==> src/rtl/uart_tx_arb.sv <==
// -----------------------------------------------------------------------------
// uart_tx_arb
//
// Round-robin arbiter that lets NREQ requesters share one UART transmitter.
// A granted byte is written to the UART tx buffer, the arbiter waits for the
// UART tx-complete pending flag, clears it, and acknowledges the requester.
//
// Transfer sequence: IDLE -> WR -> WAIT -> ACK -> IDLE, so at most one byte
// is accepted every four cycles.
//
// Optional feature (compile-time macro UART_TX_ARB_TMO_EN):
//   When defined, a TMO_W-bit watchdog runs while in WAIT.  If it reaches
//   all-ones without the pending flag, the requester is acknowledged with
//   ack_err=1.  A pending flag in that same cycle wins, so ack_err=0.
//   When undefined, WAIT waits indefinitely and ack_err is tied low.
//
// Parameters
//   NREQ   number of requesters (2..8)
//   TMO_W  timeout counter width
//
// Ports
//   sys_clk          clock, all state on the rising edge
//   sys_rst          synchronous active-high reset
//   uart_en          UART enable (uart_con[0]); low aborts and holds idle
//   req[NREQ]        per-requester level request, held until its ack
//   req_dat[8*NREQ]  byte of requester i at bits [8i+7:8i]
//   ack[NREQ]        one-cycle pulse: requester's byte sent or failed
//   ack_err          valid with ack: 1 = timeout, 0 = sent
//   uart_txbuf_wr    one-cycle write strobe into the UART tx buffer
//   uart_txbuf_wdat  byte presented with uart_txbuf_wr
//   uart_txpnd       UART tx-complete pending flag (level)
//   uart_txpnd_clr   one-cycle pulse clearing the UART pending flag
//   busy             high whenever the arbiter is not idle
//   gnt_id           index of the current or last granted requester
// -----------------------------------------------------------------------------
module uart_tx_arb #(
    parameter int NREQ  = 4,
    parameter int TMO_W = 16
) (
    input  logic              sys_clk,
    input  logic              sys_rst,
    input  logic              uart_en,
    input  logic [NREQ-1:0]   req,
    input  logic [8*NREQ-1:0] req_dat,
    output logic [NREQ-1:0]   ack,
    output logic              ack_err,
    output logic              uart_txbuf_wr,
    output logic [7:0]        uart_txbuf_wdat,
    input  logic              uart_txpnd,
    output logic              uart_txpnd_clr,
    output logic              busy,
    output logic [2:0]        gnt_id
);

    typedef enum logic [1:0] {
        IDLE = 2'd0,
        WR   = 2'd1,
        WAIT = 2'd2,
        ACK  = 2'd3
    } state_t;

    state_t          state_reg;
    logic [NREQ-1:0] ack_reg;
    logic            txbuf_wr_reg;
    logic [7:0]      txbuf_wdat_reg;
    logic            txpnd_clr_reg;
    logic            busy_reg;
    logic [2:0]      gnt_id_reg;
    logic [2:0]      last_gnt_reg;

    // Requests and bytes padded to the maximum of 8 requesters so that the
    // 3-bit grant index can address them directly for any legal NREQ.
    logic [7:0]      req_pad;
    logic [7:0]      req_byte [8];
    logic [NREQ-1:0] gnt_onehot;

    logic            win_found;
    logic [2:0]      win_idx;
    logic [3:0]      cand_sum;

    genvar gi;

    // An out-of-range parameter set shows up as this block in the elaborated
    // hierarchy; nothing in it drives logic.
    if (NREQ < 2 || NREQ > 8 || TMO_W < 1) begin : g_illegal_params
    end

    assign req_pad = 8'(req);

    for (gi = 0; gi < 8; gi++) begin : g_byte
        if (gi < NREQ) begin : g_used
            assign req_byte[gi] = req_dat[8*gi +: 8];
        end else begin : g_pad
            assign req_byte[gi] = 8'h00;
        end
    end

    for (gi = 0; gi < NREQ; gi++) begin : g_onehot
        assign gnt_onehot[gi] = (gnt_id_reg == 3'(gi));
    end

    // Round-robin search: first set request starting at last_gnt+1 and
    // wrapping past NREQ-1 back to 0.  last_gnt itself is checked last.
    always_comb begin
        win_found = 1'b0;
        win_idx   = 3'd0;
        cand_sum  = 4'd0;
        for (int k = 1; k <= NREQ; k++) begin
            cand_sum = {1'b0, last_gnt_reg} + 4'(k);
            if (cand_sum >= 4'(NREQ)) begin
                cand_sum = cand_sum - 4'(NREQ);
            end
            if (!win_found && req_pad[cand_sum[2:0]]) begin
                win_found = 1'b1;
                win_idx   = cand_sum[2:0];
            end
        end
    end

`ifdef UART_TX_ARB_TMO_EN
    logic [TMO_W-1:0] tmo_cnt_reg;
    logic             ack_err_reg;
    assign ack_err = ack_err_reg;
`else
    assign ack_err = 1'b0;
`endif

    always_ff @(posedge sys_clk) begin
        if (sys_rst) begin
            state_reg      <= IDLE;
            ack_reg        <= '0;
            txbuf_wr_reg   <= 1'b0;
            txbuf_wdat_reg <= 8'h00;
            txpnd_clr_reg  <= 1'b0;
            busy_reg       <= 1'b0;
            gnt_id_reg     <= 3'd0;
            // Last grant parked on the top requester so requester 0 wins first.
            last_gnt_reg   <= 3'(NREQ - 1);
`ifdef UART_TX_ARB_TMO_EN
            ack_err_reg    <= 1'b0;
            tmo_cnt_reg    <= '0;
`endif
        end else begin
            // Strobes default low; each is raised for exactly one cycle.
            ack_reg       <= '0;
            txbuf_wr_reg  <= 1'b0;
            txpnd_clr_reg <= 1'b0;
`ifdef UART_TX_ARB_TMO_EN
            ack_err_reg   <= 1'b0;
`endif
            if (!uart_en) begin
                // Abort: drop back to idle without ack or flag clear.  The
                // requester still holds req and is re-arbitrated later with
                // last_gnt unchanged, so it wins again.
                state_reg <= IDLE;
                busy_reg  <= 1'b0;
            end else begin
                case (state_reg)
                    IDLE: begin
                        if (win_found) begin
                            state_reg      <= WR;
                            gnt_id_reg     <= win_idx;
                            txbuf_wdat_reg <= req_byte[win_idx];
                            txbuf_wr_reg   <= 1'b1;
                            busy_reg       <= 1'b1;
                        end
                    end
                    WR: begin
                        // The UART clears its pending flag on the write, so
                        // the flag is only looked at from WAIT onwards.
                        state_reg <= WAIT;
`ifdef UART_TX_ARB_TMO_EN
                        tmo_cnt_reg <= '0;
`endif
                    end
                    WAIT: begin
                        if (uart_txpnd) begin
                            state_reg     <= ACK;
                            ack_reg       <= gnt_onehot;
                            txpnd_clr_reg <= 1'b1;
                            last_gnt_reg  <= gnt_id_reg;
                        end
`ifdef UART_TX_ARB_TMO_EN
                        else if (tmo_cnt_reg == '1) begin
                            state_reg     <= ACK;
                            ack_reg       <= gnt_onehot;
                            txpnd_clr_reg <= 1'b1;
                            ack_err_reg   <= 1'b1;
                            last_gnt_reg  <= gnt_id_reg;
                        end else begin
                            tmo_cnt_reg <= tmo_cnt_reg + TMO_W'(1);
                        end
`endif
                    end
                    ACK: begin
                        state_reg <= IDLE;
                        busy_reg  <= 1'b0;
                    end
                    default: begin
                        state_reg <= IDLE;
                        busy_reg  <= 1'b0;
                    end
                endcase
            end
        end
    end

    assign ack             = ack_reg;
    assign uart_txbuf_wr   = txbuf_wr_reg;
    assign uart_txbuf_wdat = txbuf_wdat_reg;
    assign uart_txpnd_clr  = txpnd_clr_reg;
    assign busy            = busy_reg;
    assign gnt_id          = gnt_id_reg;

endmodule

==> config.mk <==
export PLATFORM = sky130hd
export DESIGN_NAME = uart_tx_arb
export DESIGN_NICKNAME = d
export VERILOG_FILES = /design/src/rtl/uart_tx_arb.sv
export SDC_FILE = /design/constraint.sdc
export NUM_CORES = 1
export LEC_CHECK = 0
export BUFFER_PORTS_ARGS = -buffer_cell sky130_fd_sc_hd__buf_4
export CAP_MARGIN = 10
export CORE_MARGIN = 4
export CORE_UTILIZATION = 30
export DETAILED_ROUTE_END_ITERATION = 8
export GPL_TIMING_DRIVEN = 0
export PLACE_DENSITY = 0.58
export SLEW_MARGIN = 20
export SYNTH_ARGS = -nofsm -noshare
export SYNTH_HDL_FRONTEND = slang
export SYNTH_SLANG_ARGS = --single-unit
==> constraint.sdc <==
create_clock -name sys_clk -period 8.13 [get_ports sys_clk]
set_input_delay 0 -clock sys_clk [delete_from_list [all_inputs] [get_ports sys_clk]]
set_output_delay 0 -clock sys_clk [all_outputs]
set_load 0.02 [all_outputs]
[Word level (Yosys, flattened, before mapping)]
Cells that the tools add are included.
Cells by class
  add/subtract/negate cells: 8
  $lt $le $gt $ge: 9
  equal/unequal tests: 8
  muxes and demuxes: 30
  bitwise logic cells: 5
  reduce and logical (&&, ||, !) cells: 17
Operators with widths (number)
  $bmux 8 s3: 1
  $mux 3: 8
  $ge 4x3->1 const B: 4
  $lt 3x4->1 const B: 4
  $mux 8: 2
  $bmux 1 s3: 4
  $sub 3x3->3 const B: 4
  $mux 1: 11
  $add 3x2->4 const B: 2
  $pmux 2 s4: 1
  $eq 3x2->1 const B: 2
  $reduce_and 3->1: 2
  $reduce_or 3->1: 2
  $add 3x1->4 const B: 1
  $add 3x3->4 const B: 1
  $eq 2x2->1 const B: 2
  $ge 4x4->1 const B: 1
  $mux 2: 2
  $ne 2x2->1 const B: 2
  $not 1->1: 4
  $not 3->4: 1
  $reduce_and 2->1: 2
  $reduce_or 4->1: 1
  $eq 3x1->1 const B: 1
  other kinds (8): 12
Storage, ports and cells
  register bits: 23
  bits of input ports: 40
  logic and storage cells: 85

[Longest topological paths before layout]
  word-level depth: 19
  gate-level depth with buffers: 12

[Worst setup path before layout]
No wires, ideal clock.
  kind: register -> register
  from: register last_gnt_reg[0]
  to: register txbuf_wdat_reg[0] (netlist: uart_txbuf_wdat[0])
  library setup time: 128 ps
  data arrival time: 2481 ps
  data required time: 8002 ps
  slack: 5521 ps
  stages on the path, launching flop included: 12
  path buffers: 4
  path through: dfxtp_1 > buf_6 > inv_1 > ha_1 > buf_6 > mux2_2 > o311a_1 > a211oi_2 > buf_6 > buf_6 > mux2i_1 > o221ai_2
Between the ends
  cells in the longest elaborated chain, start to end: 19
  elaborated cells on any way between the ends: 43
  those cells by class: add/sub: 8; order compare: 4; mux: 23; bitwise: 1; reduce/logical: 7
RTL lines
  start, declared: line 69  | logic [2:0] last_gnt_reg;
  start signal, assigned: line 138  | last_gnt_reg <= 3'(NREQ - 1);
  start signal, assigned: line 181  | last_gnt_reg <= gnt_id_reg;
  $add 3x1->4: line 109  | cand_sum = {1'b0, last_gnt_reg} + 4'(k);
  $ge 4x3->1 or $sub 3x3->3 (tied branches): line 110, 111
  $mux 3: line 110  | if (cand_sum >= 4'(NREQ)) begin
  $bmux 1 s3: line 113  | if (!win_found && req_pad[cand_sum[2:0]]) begin
  $mux 1 (not written as such): line 113
  $mux 1: line 113
  $logic_not 1->1: line 113
  $logic_and 1x1->1: line 113
  [2 not listed]
  $logic_and 1x1->1: line 113
  $mux 1: line 113
  $logic_not 1->1: line 113
  $logic_and 1x1->1: line 113
  $mux 3: line 113
  $not 3->4 (not written as such): line 163  | txbuf_wdat_reg <= req_byte[win_idx];
  $bmux 8 s3: line 163
  $mux 8 (not written as such) (2 in a row): line 163
  end signal, assigned: line 163
  end, declared: line 65  | logic [7:0] txbuf_wdat_reg;
Parallel ways exist; a longest one is shown, timed or not. The select of a mux whose other input is x is not followed.
A chain may end at the register's enable or synchronous reset.

[Final worst setup path]
  from: register last_gnt_reg[0]
  to: register txbuf_wdat_reg[4] (netlist: uart_txbuf_wdat[4])
The elaborated chain is that of the path after synthesis.

==> key figures <==
Run status
  – Outcome: completed

Route
  – Drt first-iter violations: 52
  – Via count: 1347
  – Routed wire length per instance: 13.6 microns
  – DRT Pass-1 Iters: 4
  – DRC viols: 0
  – Vias/cell: 4.86
  – Post-DRT Antenna Nets: 0
  – Detailed Route WL: 3.77 mm

Yosys
  – Post-synth EDFFs: 0
  – Synth Net Count: 194
  – Main flop type after synthesis: dfxtp_1
  – Top post-synthesis cells by area: dfxtp_1 31%, mux2i_1 15%, o221ai_2 8.0%
  – Synth top cells by count: 23 x dfxtp_1, 23 x mux2i_1, 14 x nor2_1
  – Syn Inst Count: 149
  – Yosys top cell area share: 30.6%
  – Area leader, netlist: dfxtp_1
  – Async S/R FF share, synth: 0%
  – Register area share after synthesis: 30.6%
  – Distinct cell type count after synthesis: 43
  – Synth Area per Inst: 10.1 sq um
  – Yosys warning count: 0
  – Flops & latches, synth: 23
  – Mapped Area: 0.00151 sq mm

Power and ir drop
  – Clock share of power: 26.3%
  – Lkg Pwr: 0.960 nW
  – Part of the power in combinational logic: 29.4%
  – PwrDens: 135 mW/mm^2
  – Internal cell power: 0.196 mW
  – Sequential cell fraction of total power: 44.3%
  – Net Sw Power: 0.0818 mW
  – Switch share: 29.4%
  – Worst vdd ir: 0.000103 V

Critical path
  – Critical path class: reg -> reg
  – Crit-path cells: buf_6, inv_1, ha_1, buf_6, mux2_2, o311a_1, a211oi_2, buf_6, buf_6, mux2i_1, o221ai_2
  – Slowest CP cell: dfxtp_1
  – Peak fanout along the critical path: 10
  – Max stage delay on crit path: 480 ps
  – Top delay family on crit path: buffers and inverters
  – Critical path launch point type: flop
  – WP buf/inv: 5
  – Worst path required time: 8290 ps
  – Worst Path Arrival: 3030 ps
  – Critical Path Most Common Cell: buf_6
  – Crit. End Element: flop

STA
  – Hold_ws: 29.1 ps
  – Final Hold Fails: 0
  – RSZ-0062 raised after global routing: no
  – Peak Freq: 348 MHz
  – Max Slew Vio Count: 0
  – Final worst slack: 5260 ps
  – Worst clock skew: 8.49 ps
  – Final setup fails: 0
  – Fin crit share: 35.4%
  – Final Critical Period: 2870 ps
  – Final setup TNS: 0 ps

Clocking
  – CTS max path bufs: 2
  – CTS Buf Count: 3
  – Post-CTS Setup Bufs: 0
  – Root Buffer: clkbuf_8
  – Depth of the CTS H-tree: 1
  – CTS tree: yes
  – Clock sink total: 23
  – Post-CTS sizing: 0
  – Clk slew on worst S/H paths: 90 ps
  – Hold Buf Count CTS: 0
  – Clk_lat worst skew: 270 ps

Placed design
  – Placed cell count: 273
  – Number of port buffers: 57
  – Dpl ws: 5230 ps
  – HPWL Detailed: 2.93 mm
  – RD Place Congestion: 0.744

Floorplan
  – Site Rows: 25
  – Die X: 78.9 microns
  – Die Ht: 78.9 microns
  – Die Area: 0.00622 sq mm
  – IO Pins: 59
  – Core Region: 0.00479 sq mm
  – Effective utilization at floorplan: 31.5%

Min path
  – Worst Hold Class: in -> reg

GRT
  – Total grt overflow: 0
  – Gr usage total: 11.8%
  – Largest net degree at the start of global routing: 14
  – Vias in the first global route: 1312
  – Global-route wire length before repair: 5.95 mm
  – Initial antenna violation count: 0

Final layout
  – Antenna diodes: 0
  – Layout cells sized above 1: 42.4%
  – Largest register FFs: 8
  – Filler cell count: 496
  – Area Growth Syn to Fin: 37.0%
  – Non-filler cells, final: 277
  – NumNets Final: 256

Flow run
  – Max-Cap Viols: 0
[layout by cell type (no fill, tap or decap), types with 4 or more instances in the layout]
cell type  count
inv_1          7
nor2_1        14
mux2i_1       23
nand3_1        5
dfxtp_1       23
nand3b_1       8
ha_1           5
nor2b_1        4
buf_4         58
buf_6          6
o221ai_2       8
[power groups by stage]
| stage | clock, mW | sequential, mW | combinational (mW) |
|---|---|---|---|
| after floorplan | 0 | 0.132 | 0.0430 |
| after global placement | 0 | 0.126 | 0.0824 |
| after detailed placement | 0 | 0.126 | 0.0826 |
| after CTS | 0.0762 | 0.123 | 0.0828 |
| after global routing | 0.0815 | 0.124 | 0.0886 |
| final | 0.0730 | 0.123 | 0.0817 |
[cells by family (layout without fill, tap and decap cells)]
kind of cell / Yosys count / in the layout / synth area share, %
other: 1 / 1 / 0.249
muxes: 28 / 28 / 21.0
AOI/OAI and AO/OA: 25 / 25 / 17.6
and+or+nand+nor: 49 / 49 / 18.5
buffers and inverters: 18 / 79 / 7.89
adders and majority gates: 5 / 5 / 4.15
DFF: 23 / 23 / 30.6
[final timing paths]
check | slack (ps) | end | start | depth (start not counted)
worst max-delay path | 5260 | uart_txbuf_wdat[4] | last_gnt_reg[0] | 11
worst min-delay path | 30 | uart_txbuf_wdat[7] | req_dat[7] | 3
worst max register to register | 5260 | uart_txbuf_wdat[4] | last_gnt_reg[0] | 11
worst min register to register | 460 | busy | busy | 2
[metal layers]
layer	routed length (microns)	vias to the layer above	track usage, %
met2	1890	31	20.5
met4	32	0	2.58
met5	0	-	0
met3	138	2	2.38
met1	1710	637	15.1
li1	-	677	-
[through the flow]
step	instance area (sq um)	power (mW)	utilization, %
floorplan	1510	0.175	-
global placement	2020	0.208	42.2
detailed placement	2020	0.208	42.2
CTS	2060	0.282	43.1
global route	2060	0.295	43.1
finish	2060	0.278	43.1
[worst min-delay path: cells and delay by family]
family                 cells  cell delay (ps)
AO/OA/AOI/OAI              1              120
multiplexers               1               70
buffers and inverters      1               70
[cell type report]
| cell class | instances | area (sq um) | area share, % |
|---|---|---|---|
| flip-flops and latches | 23 | 460 | 22.3 |
| well taps | 67 | 83.8 | 4.06 |
| multi-input cells | 108 | 927 | 44.9 |
| clock buffers | 3 | 41.3 | 2.00 |
| clock inverters | 1 | 5.00 | 0.242 |
| inverters | 7 | 26.3 | 1.27 |
| repair buffers | 57 | 428 | 20.7 |
| plain buffers | 11 | 92.6 | 4.48 |
Power figures use the tool's default switching activity.
